## src/rtl/udp_ip_tx_framer.sv

```systemverilog
// UDP transmit framer: turns a UDP header request plus payload stream into an
// IP header handshake followed by the 8-byte UDP header and the payload bytes.
module udp_ip_tx_framer #(
    parameter logic [7:0]  IP_TTL      = 8'd64,
    parameter logic [5:0]  IP_DSCP     = 6'd0,
    parameter logic [1:0]  IP_ECN      = 2'd0,
    parameter int unsigned MAX_PAYLOAD = 1472
) (
    input  logic        clk,
    input  logic        rst,
    input  logic [31:0] local_ip,

    input  logic        s_udp_hdr_valid,
    output logic        s_udp_hdr_ready,
    input  logic [31:0] s_udp_dest_ip,
    input  logic [15:0] s_udp_source_port,
    input  logic [15:0] s_udp_dest_port,
    input  logic [15:0] s_udp_payload_length,
    input  logic [7:0]  s_udp_payload_axis_tdata,
    input  logic        s_udp_payload_axis_tvalid,
    output logic        s_udp_payload_axis_tready,
    input  logic        s_udp_payload_axis_tlast,
    input  logic        s_udp_payload_axis_tuser,

    output logic        m_ip_hdr_valid,
    input  logic        m_ip_hdr_ready,
    output logic [5:0]  m_ip_dscp,
    output logic [1:0]  m_ip_ecn,
    output logic [7:0]  m_ip_ttl,
    output logic [7:0]  m_ip_protocol,
    output logic [15:0] m_ip_length,
    output logic [31:0] m_ip_source_ip,
    output logic [31:0] m_ip_dest_ip,
    output logic [7:0]  m_ip_payload_axis_tdata,
    output logic        m_ip_payload_axis_tvalid,
    input  logic        m_ip_payload_axis_tready,
    output logic        m_ip_payload_axis_tlast,
    output logic        m_ip_payload_axis_tuser,

    output logic        error_oversize,
    output logic        error_length_mismatch
);

    localparam logic [15:0] MAX_LEN = 16'(MAX_PAYLOAD);

    typedef enum logic [2:0] {
        IDLE,
        IP_HDR,
        UDP_HDR,
        PAYLOAD,
        DROP
    } state_t;

    state_t      state;
    logic [2:0]  byte_idx;
    logic [15:0] remaining;
    logic [31:0] dest_ip_q;
    logic [15:0] src_port_q;
    logic [15:0] dst_port_q;
    logic [15:0] length_q;
    logic [15:0] udp_len;
    logic [7:0]  udp_hdr_byte;

    logic hdr_fire;
    logic in_fire;
    logic out_fire;

    assign hdr_fire = s_udp_hdr_valid && s_udp_hdr_ready;
    assign in_fire  = s_udp_payload_axis_tvalid && s_udp_payload_axis_tready;
    assign out_fire = m_ip_payload_axis_tvalid && m_ip_payload_axis_tready;

    assign udp_len        = length_q + 16'd8;
    assign m_ip_dscp      = IP_DSCP;
    assign m_ip_ecn       = IP_ECN;
    assign m_ip_ttl       = IP_TTL;
    assign m_ip_protocol  = 8'd17;
    assign m_ip_length    = length_q + 16'd28;
    assign m_ip_source_ip = local_ip;
    assign m_ip_dest_ip   = dest_ip_q;

    always_comb begin
        udp_hdr_byte = 8'h00;
        case (byte_idx)
            3'd0:    udp_hdr_byte = src_port_q[15:8];
            3'd1:    udp_hdr_byte = src_port_q[7:0];
            3'd2:    udp_hdr_byte = dst_port_q[15:8];
            3'd3:    udp_hdr_byte = dst_port_q[7:0];
            3'd4:    udp_hdr_byte = udp_len[15:8];
            3'd5:    udp_hdr_byte = udp_len[7:0];
            default: udp_hdr_byte = 8'h00;
        endcase
    end

    // Handshake outputs are gated by rst so nothing leaks out while reset is held.
    always_comb begin
        s_udp_hdr_ready           = (state == IDLE) && !rst;
        m_ip_hdr_valid            = (state == IP_HDR) && !rst;
        s_udp_payload_axis_tready = 1'b0;
        m_ip_payload_axis_tdata   = 8'h00;
        m_ip_payload_axis_tvalid  = 1'b0;
        m_ip_payload_axis_tlast   = 1'b0;
        m_ip_payload_axis_tuser   = 1'b0;
        case (state)
            UDP_HDR: begin
                m_ip_payload_axis_tvalid = !rst;
                m_ip_payload_axis_tdata  = udp_hdr_byte;
                m_ip_payload_axis_tlast  = (byte_idx == 3'd7) && (length_q == 16'd0);
            end
            PAYLOAD: begin
                m_ip_payload_axis_tdata   = s_udp_payload_axis_tdata;
                m_ip_payload_axis_tvalid  = s_udp_payload_axis_tvalid && !rst;
                s_udp_payload_axis_tready = m_ip_payload_axis_tready && !rst;
                if (s_udp_payload_axis_tlast || remaining == 16'd1) begin
                    m_ip_payload_axis_tlast = 1'b1;
                    m_ip_payload_axis_tuser = (s_udp_payload_axis_tlast && remaining == 16'd1)
                                              ? s_udp_payload_axis_tuser : 1'b1;
                end
            end
            DROP: begin
                s_udp_payload_axis_tready = !rst;
            end
            default: begin
            end
        endcase
    end

    // Main sequencer; any length disagreement ends the output frame with tuser set.
    always_ff @(posedge clk) begin
        if (rst) begin
            state                 <= IDLE;
            byte_idx              <= 3'd0;
            remaining             <= 16'd0;
            error_oversize        <= 1'b0;
            error_length_mismatch <= 1'b0;
        end else begin
            error_oversize        <= 1'b0;
            error_length_mismatch <= 1'b0;
            case (state)
                IDLE: begin
                    if (hdr_fire) begin
                        dest_ip_q  <= s_udp_dest_ip;
                        src_port_q <= s_udp_source_port;
                        dst_port_q <= s_udp_dest_port;
                        length_q   <= s_udp_payload_length;
                        if (s_udp_payload_length > MAX_LEN) begin
                            error_oversize <= 1'b1;
                            state          <= DROP;
                        end else begin
                            state <= IP_HDR;
                        end
                    end
                end
                IP_HDR: begin
                    if (m_ip_hdr_ready) begin
                        byte_idx <= 3'd0;
                        state    <= UDP_HDR;
                    end
                end
                UDP_HDR: begin
                    if (out_fire) begin
                        byte_idx <= byte_idx + 3'd1;
                        if (byte_idx == 3'd7) begin
                            if (length_q == 16'd0) begin
                                state <= IDLE;
                            end else begin
                                remaining <= length_q;
                                state     <= PAYLOAD;
                            end
                        end
                    end
                end
                PAYLOAD: begin
                    if (in_fire) begin
                        remaining <= remaining - 16'd1;
                        if (s_udp_payload_axis_tlast) begin
                            if (remaining != 16'd1) begin
                                error_length_mismatch <= 1'b1;
                            end
                            state <= IDLE;
                        end else if (remaining == 16'd1) begin
                            error_length_mismatch <= 1'b1;
                            state                 <= DROP;
                        end
                    end
                end
                DROP: begin
                    if (in_fire && s_udp_payload_axis_tlast) begin
                        state <= IDLE;
                    end
                end
                default: state <= IDLE;
            endcase
        end
    end

endmodule

```

## config.mk

```make
export PLATFORM = sky130hd
export DESIGN_NAME = udp_ip_tx_framer
export DESIGN_NICKNAME = d
export VERILOG_FILES = /design/src/rtl/udp_ip_tx_framer.sv
export SDC_FILE = /design/constraint.sdc
export NUM_CORES = 1
export LEC_CHECK = 0
export CAP_MARGIN = 20
export CORE_UTILIZATION = 38
export CTS_CLUSTER_DIAMETER = 40
export DETAILED_ROUTE_END_ITERATION = 10
export PLACE_DENSITY = 0.89
export SYNTH_ARGS = -nofsm -noshare
export SYNTH_HDL_FRONTEND = slang
export SYNTH_SLANG_ARGS = --single-unit
```

## constraint.sdc

```tcl
create_clock -name clk -period 3.2 [get_ports clk]
set_clock_uncertainty 0.05 [all_clocks]
set_input_delay 0.64 -clock clk [delete_from_list [all_inputs] [get_ports clk]]
set_output_delay 0.64 -clock clk [all_outputs]
set_load 0.005 [all_outputs]
```

# Yosys cells after proc, flatten, opt, wreduce, memory -nomap -nowiden
# Index checks and enable logic that the tools add are counted.
[totals] regBits=104 input_bits=128 output_inout_bits=120 wordCells=94
[op_classes] n_addsub=4 order_cmp=1 n_eq_ne=20 n_mux=32 bitwise_logic=5 reduce_logical=23
[ops] cell="two-way mux 16 bit" n=4
[ops] cell="case mux 8 bit (6 select lines)" n=1
[ops] cell="two-way mux 3 bit" n=11
[ops] cell="case mux 16 bit (2 select lines)" n=1
[ops] cell="adder 16 x 4 -> 16 bit (second input constant)" n=1
[ops] cell="adder 16 x 5 -> 16 bit (second input constant)" n=1
[ops] cell="== test 16 x 1 -> 1 bit (second input constant)" n=1
[ops] cell="greater-than comparator 16 x 11 -> 1 bit (second input constant)" n=1
[ops] cell="zero test 16 bit" n=1
[ops] cell="!= test 16 x 1 -> 1 bit (second input constant)" n=1
[ops] cell="case mux 8 bit (2 select lines)" n=1
[ops] cell="subtractor 16 x 1 -> 16 bit (second input constant)" n=1
[ops] cell="case mux 3 bit (5 select lines)" n=1
[ops] cell="!= test 2 bit (second input constant)" n=7
[ops] cell="== test 3 x 2 -> 1 bit (second input constant)" n=4
[ops] cell="== test 3 bit (second input constant)" n=4
[ops] cell="logical AND 1 bit" n=10
[ops] cell="two-way mux 1 bit" n=8
[ops] cell="AND reduction 7 bit" n=1
[ops] cell="== test 3 x 1 -> 1 bit (second input constant)" n=2
[ops] cell="zero test 3 bit" n=2
[ops] cell="case mux 1 bit (2 select lines)" n=3
[ops] cell="case mux 3 bit (2 select lines)" n=1
[ops] cell="AND reduction 3 bit" n=2
[ops] cell="9 further kinds" n=15

# Logic depth before layout (Yosys ltp)
[depth] word_depth=7 ltp_mapped=11 depth_no_buf=10

# Least setup slack after synthesis
# Ideal clock, no wire load.
[synth_path] path_kind="input port to flip-flop" startpoint="in rst" endpoint="reg dst_port_q[0] (enable)" setup_ns=0.447 t_arrival_ns=2.982 t_required_ns=2.703 slack_ns=-0.279 path_stages=3 n_path_buf=1 path_cell_list="buf_6 > nor4_1 > and2_1"
[synth_between] elab_chain_len=4 word_cells_on_any_way=5 cone_classes="bitwise: 1; reduce/logical: 4"
[synth_lines] element="start, declared" line="10" source="input logic rst,"
[synth_lines] element="zero test 1 bit" line="96" source="s_udp_hdr_ready = (state == IDLE) && !rst;"
[synth_lines] element="logical AND 1 bit" line="96"
[synth_lines] element="net s_udp_hdr_ready" line="14" source="output logic s_udp_hdr_ready,"
[synth_lines] element="logical AND 1 bit" line="68" source="assign hdr_fire = s_udp_hdr_valid && s_udp_hdr_ready;"
[synth_lines] element="AND reduction 3 bit (no line)"
[synth_lines] element="end signal, assigned" line="143" source="dst_port_q <= s_udp_dest_port;"
[synth_lines] element="end, declared" line="59" source="logic [15:0] dst_port_q;"
# The timed path passes the listed nets, and every way through them passes these cells.
# A chain may end at the register's enable or synchronous reset.

# Worst setup path in the final report
[layout_path] startpoint="reg byte_idx[0]" endpoint="out m_ip_payload_axis_tdata[5]"
[layout_between] elab_chain_len=3 word_cells_on_any_way=8 cone_classes="eq/ne: 5; mux: 2; reduce/logical: 1"
[layout_lines] element="start, declared" line="55" source="logic [2:0] byte_idx;"
[layout_lines] element="start signal, assigned" line="161" source="byte_idx <= byte_idx + 3'd1;"
[layout_lines] element="== test 3 bit, or another cell as far along" line="83" source="case (byte_idx)"
[layout_lines] element="case mux 8 bit (6 select lines) (*)" line="83"
[layout_lines] element="case mux 8 bit (2 select lines) (*)" line="103" source="case (state)"
[layout_lines] element="end, declared" line="34" source="output logic [7:0] m_ip_payload_axis_tdata,"
# Every way passes the cells marked *; elsewhere a longest branch is shown, timed or not.

==> results.sh <==
export IMPL_core_area_sq_mm=0.01399
export IMPL_clock_latency_ns=0.35
export IMPL_nNetsFinal=765
export IMPL_cp_slowest_cell="a222oi_1"
export IMPL_dieArea_sq_mm=0.01495
export IMPL_yosysWarnings=0
export IMPL_die_height_um=122.3
export IMPL_numCtsBuffers=9
export IMPL_post_route_min_period_ns=3.143
export IMPL_worstSetupEndpointType="primary output"
export IMPL_drtAntennaViolNets=0
export IMPL_synthToLayoutAreaGrowth_pct=35.47
export IMPL_ctsRootBufferMaster="clkbuf_16"
export IMPL_worst_pin_slew_ns=0.5437
export IMPL_drtIter0Drc=358
export IMPL_grt_overflow_total=0
export IMPL_clk_pin_slew_ns=0.07
export IMPL_crit_start="byte_idx[0]"
export IMPL_powerDensity_mw_per_mm2=413.5
export IMPL_std_cell_rows=43
export IMPL_synth_edf_count=80
export IMPL_setup_viol=0
export IMPL_muxShareOfSynthArea_pct=0.7514
export IMPL_post_drt_wl_per_cell_um=18.62
export IMPL_path_buf_inv=2
export IMPL_r2r_start="remaining[8]"
export IMPL_drv_slew=0
export IMPL_rrSetupSlack_ns=0.73
export IMPL_cap_viol_max_count=0
export IMPL_dieWidth_um=122.3
export IMPL_clockPowerShare_pct=38.0
export IMPL_worstReg2RegEnd="state[1]"
export IMPL_outcome="finished clean"
export IMPL_drive_above_1_share_pct=13.06
export IMPL_htreeDepth=3
export IMPL_period_share_pct=98.21
export IMPL_fill_cells=1175
export IMPL_clk_path_buf_depth=2
export IMPL_p_sw_uw=659.3
export IMPL_grt_pass1_vias=4352
export IMPL_synth_compound_area_share_pct=14.39
export IMPL_p_seq_share_pct=50.2
export IMPL_cp_depth=6
export IMPL_totalWireLength_um=15050
export IMPL_hp_class="reg2reg"
export IMPL_hold_buffers=0
export IMPL_path_class="reg2out"
export IMPL_synth_seq_cells=104
export IMPL_synthSimpleGateAreaFrac_pct=13.07
export IMPL_worst_setup_path_start_kind="flop"
export IMPL_path_max_fanout=9
export IMPL_ioPinCount=248
export IMPL_ys_async_sr_fraction_pct=0
export IMPL_grt_max_degree=37
export IMPL_worstRegToRegCells=10
export IMPL_max_stage_delay_ns=0.48
export IMPL_synth_fa_ha_area_share_pct=3.188
export IMPL_synth_avg_cell_area_sq_um=11.40
export IMPL_port_buffers=159
export IMPL_start_util_pct=39.28
export IMPL_drcViolationCount=0
export IMPL_synth_top_area_cell="edfxtp_1"
export IMPL_stdcell_count=808
export IMPL_comb_power_share_pct=11.7
export IMPL_required_ns=2.51
export IMPL_netlist_area_leader_share_pct=43.72
export IMPL_total_power_mw=3.079
export IMPL_fin_tns_setup_ns=0
export IMPL_worstPathCellList="inv_1 > ha_4 > a222oi_1 > o221a_2 > o221ai_1 > clkdlybuf4s50_1"
export IMPL_cp_arrival_ns=2.45
export IMPL_grt_total_usage_pct=19.89
export IMPL_ys_seq_area_share_pct=52.46
export IMPL_cts_tree="built"
export IMPL_vias=4351
export IMPL_vdd_drop_max_v=0.0003638
export IMPL_crit_path_end="m_ip_payload_axis_tdata[5]"
export IMPL_grt_pass1_wl_um=22000
export IMPL_synth_xor_xnor_area_share_pct=3.666
export IMPL_place_hpwl_um=11210
export IMPL_clock_sinks=104
export IMPL_synth_top_family_by_area="compound AO/OA/AOI/OAI gates"
export IMPL_gp_congestion=0.9257
export IMPL_ys_top_cells_by_area="edfxtp_1 (44%), dfxtp_1 (8.7%), buf_4 (8.2%)"
export IMPL_drtPass1Iterations=9
export IMPL_syn_area_sq_mm=0.005495
export IMPL_holdCritStartpoint="remaining[6]"
export IMPL_hold_viol=0
export IMPL_cellLeakagePower_nw=2.710
export IMPL_p_int_mw=2.419
export IMPL_insertedDiodeCount=0
export IMPL_antenna_found_initial=0
export IMPL_post_place_cells=772
export IMPL_ys_flop_type="edfxtp_1"
export IMPL_swShare_pct=21.41
export IMPL_slew_headroom_pct=63.75
export IMPL_path_delay_family="compound AO/OA/AOI/OAI gates"
export IMPL_fmax_ghz=0.3182
export IMPL_netlist_instances=482
export IMPL_synth_distinct_cells=72
export IMPL_drt_vias_per_instance=5.385
sequential cells by signal, indices dropped and copies added, names as in the netlist:
name / count
m_ip_dest_ip: 32
dst_port_q: 16
length_q: 16
remaining: 16
src_port_q: 16
byte_idx: 3
state: 3
error_length_mismatch: 1
error_oversize: 1
layout by cell type, fill, tap and decap left out, drive strengths merged, types with 3 or more instances in the layout:
master           n
nor4            11
conb            24
o21ai           22
dfxtp           24
a21o             3
nor2            31
o221ai           4
nand3b           3
nand3           12
clkbuf          10
and3             5
nand2           37
a222oi           8
clkdlybuf4s50  157
o41ai            5
nor2b            4
or4              3
xor2            11
a21oi           18
ha              14
edfxtp          80
mux2i            3
o22ai            6
a32o             9
xnor2           12
nor3             7
inv             17
nand4            8
nand2b           4
buf             34
a22o             3
stage by stage:
stage	utilization [%]	instance area, sq um	hold WS, ns	setup slack [ns]
CTS	51.75	7239	0.4770	0.01920
global placement	49.36	6905	0.4370	0.2979
floorplan	-	5579	0.4193	0.5897
detailed placement	49.36	6905	0.4587	0.2909
global route	53.22	7445	0.5106	-0.01506
finish	53.22	7445	0.4850	0.05727
power groups by stage:
stage	logic (mW)	registers [mW]	clock network [mW]
2_1_floorplan	0.167	1.57	0
3_3_place_gp	0.334	1.58	0
3_5_place_dp	0.339	1.58	0
4_1_cts	0.342	1.55	1.18
5_1_grt	0.386	1.55	1.23
6_report	0.361	1.55	1.17
metal layers:
layer | part of all wire [%] | vias to the layer above | GRT usage, % | wire length (um)
li1 | - | 1990 | - | -
met5 | 0 | - | 0 | 0
met2 | 50 | 258 | 34.13 | 7545
met1 | 36 | 2059 | 20.43 | 5347
met3 | 10 | 44 | 7.017 | 1541
met4 | 4.1 | 0 | 13.11 | 613
repair_timing:
action | 4_1_cts | 5_1_grt
endpoints found under the setup margin | 10 | 12
gates resized for setup | 4 | 15
pin swaps | 4 | 5
setup buffers | 1 | 19
layout make-up:
type	count	area [sq um]	area share, %
clock buffers	10	229.0	3.076
inverters	15	56.30	0.7563
multi-input cells	300	2078	27.92
flip-flops and latches	104	2889	38.81
repair buffers	193	1877	25.21
well taps	180	225.2	3.025
clock inverters	6	90.09	1.210
synthesized netlist by cell type, drive strengths merged, types with 9 or more instances:
library cell	n
nand2	37
a21oi	18
nand3	12
ha	14
buf	74
nor2	31
xnor2	12
xor2	11
edfxtp	80
a32o	9
inv	15
o21ai	22
clkbuf	11
nor4	11
dfxtp	24
worst reg2reg max path: stages, from the launching register on:
cell     delay (ns)
dfxtp_1        0.38
nor4_4         0.29
nand2_1        0.16
nor2_1         0.13
nand4_1        0.13
ha_2           0.24
inv_1          0.06
a31oi_1        0.08
or3b_1         0.43
or3_1          0.33
a21oi_1        0.12
worst min-delay path by stage:
stage / endpoint / slack (ns) / depth (start not counted)
final: remaining[6] / 0.49 / 2
after global routing: remaining[14] / 0.51 / 1
after CTS: byte_idx[1] / 0.48 / 2
after detailed placement: remaining[14] / 0.46 / 1
after global placement: remaining[14] / 0.44 / 1
after floorplan: remaining[14] / 0.42 / 1
cells by family (layout without fill, tap and decap cells):
| family | after synthesis | count (layout) |
|---|---|---|
| xor+xnor | 23 | 23 |
| fa+ha+maj | 14 | 14 |
| buf+inv | 100 | 224 |
| simple gates | 133 | 133 |
| flops | 104 | 104 |
| mux | 4 | 4 |
| other cells | 2 | 24 |
| compound gates | 102 | 102 |
No activity file was read; power rests on OpenSTA's default activity.
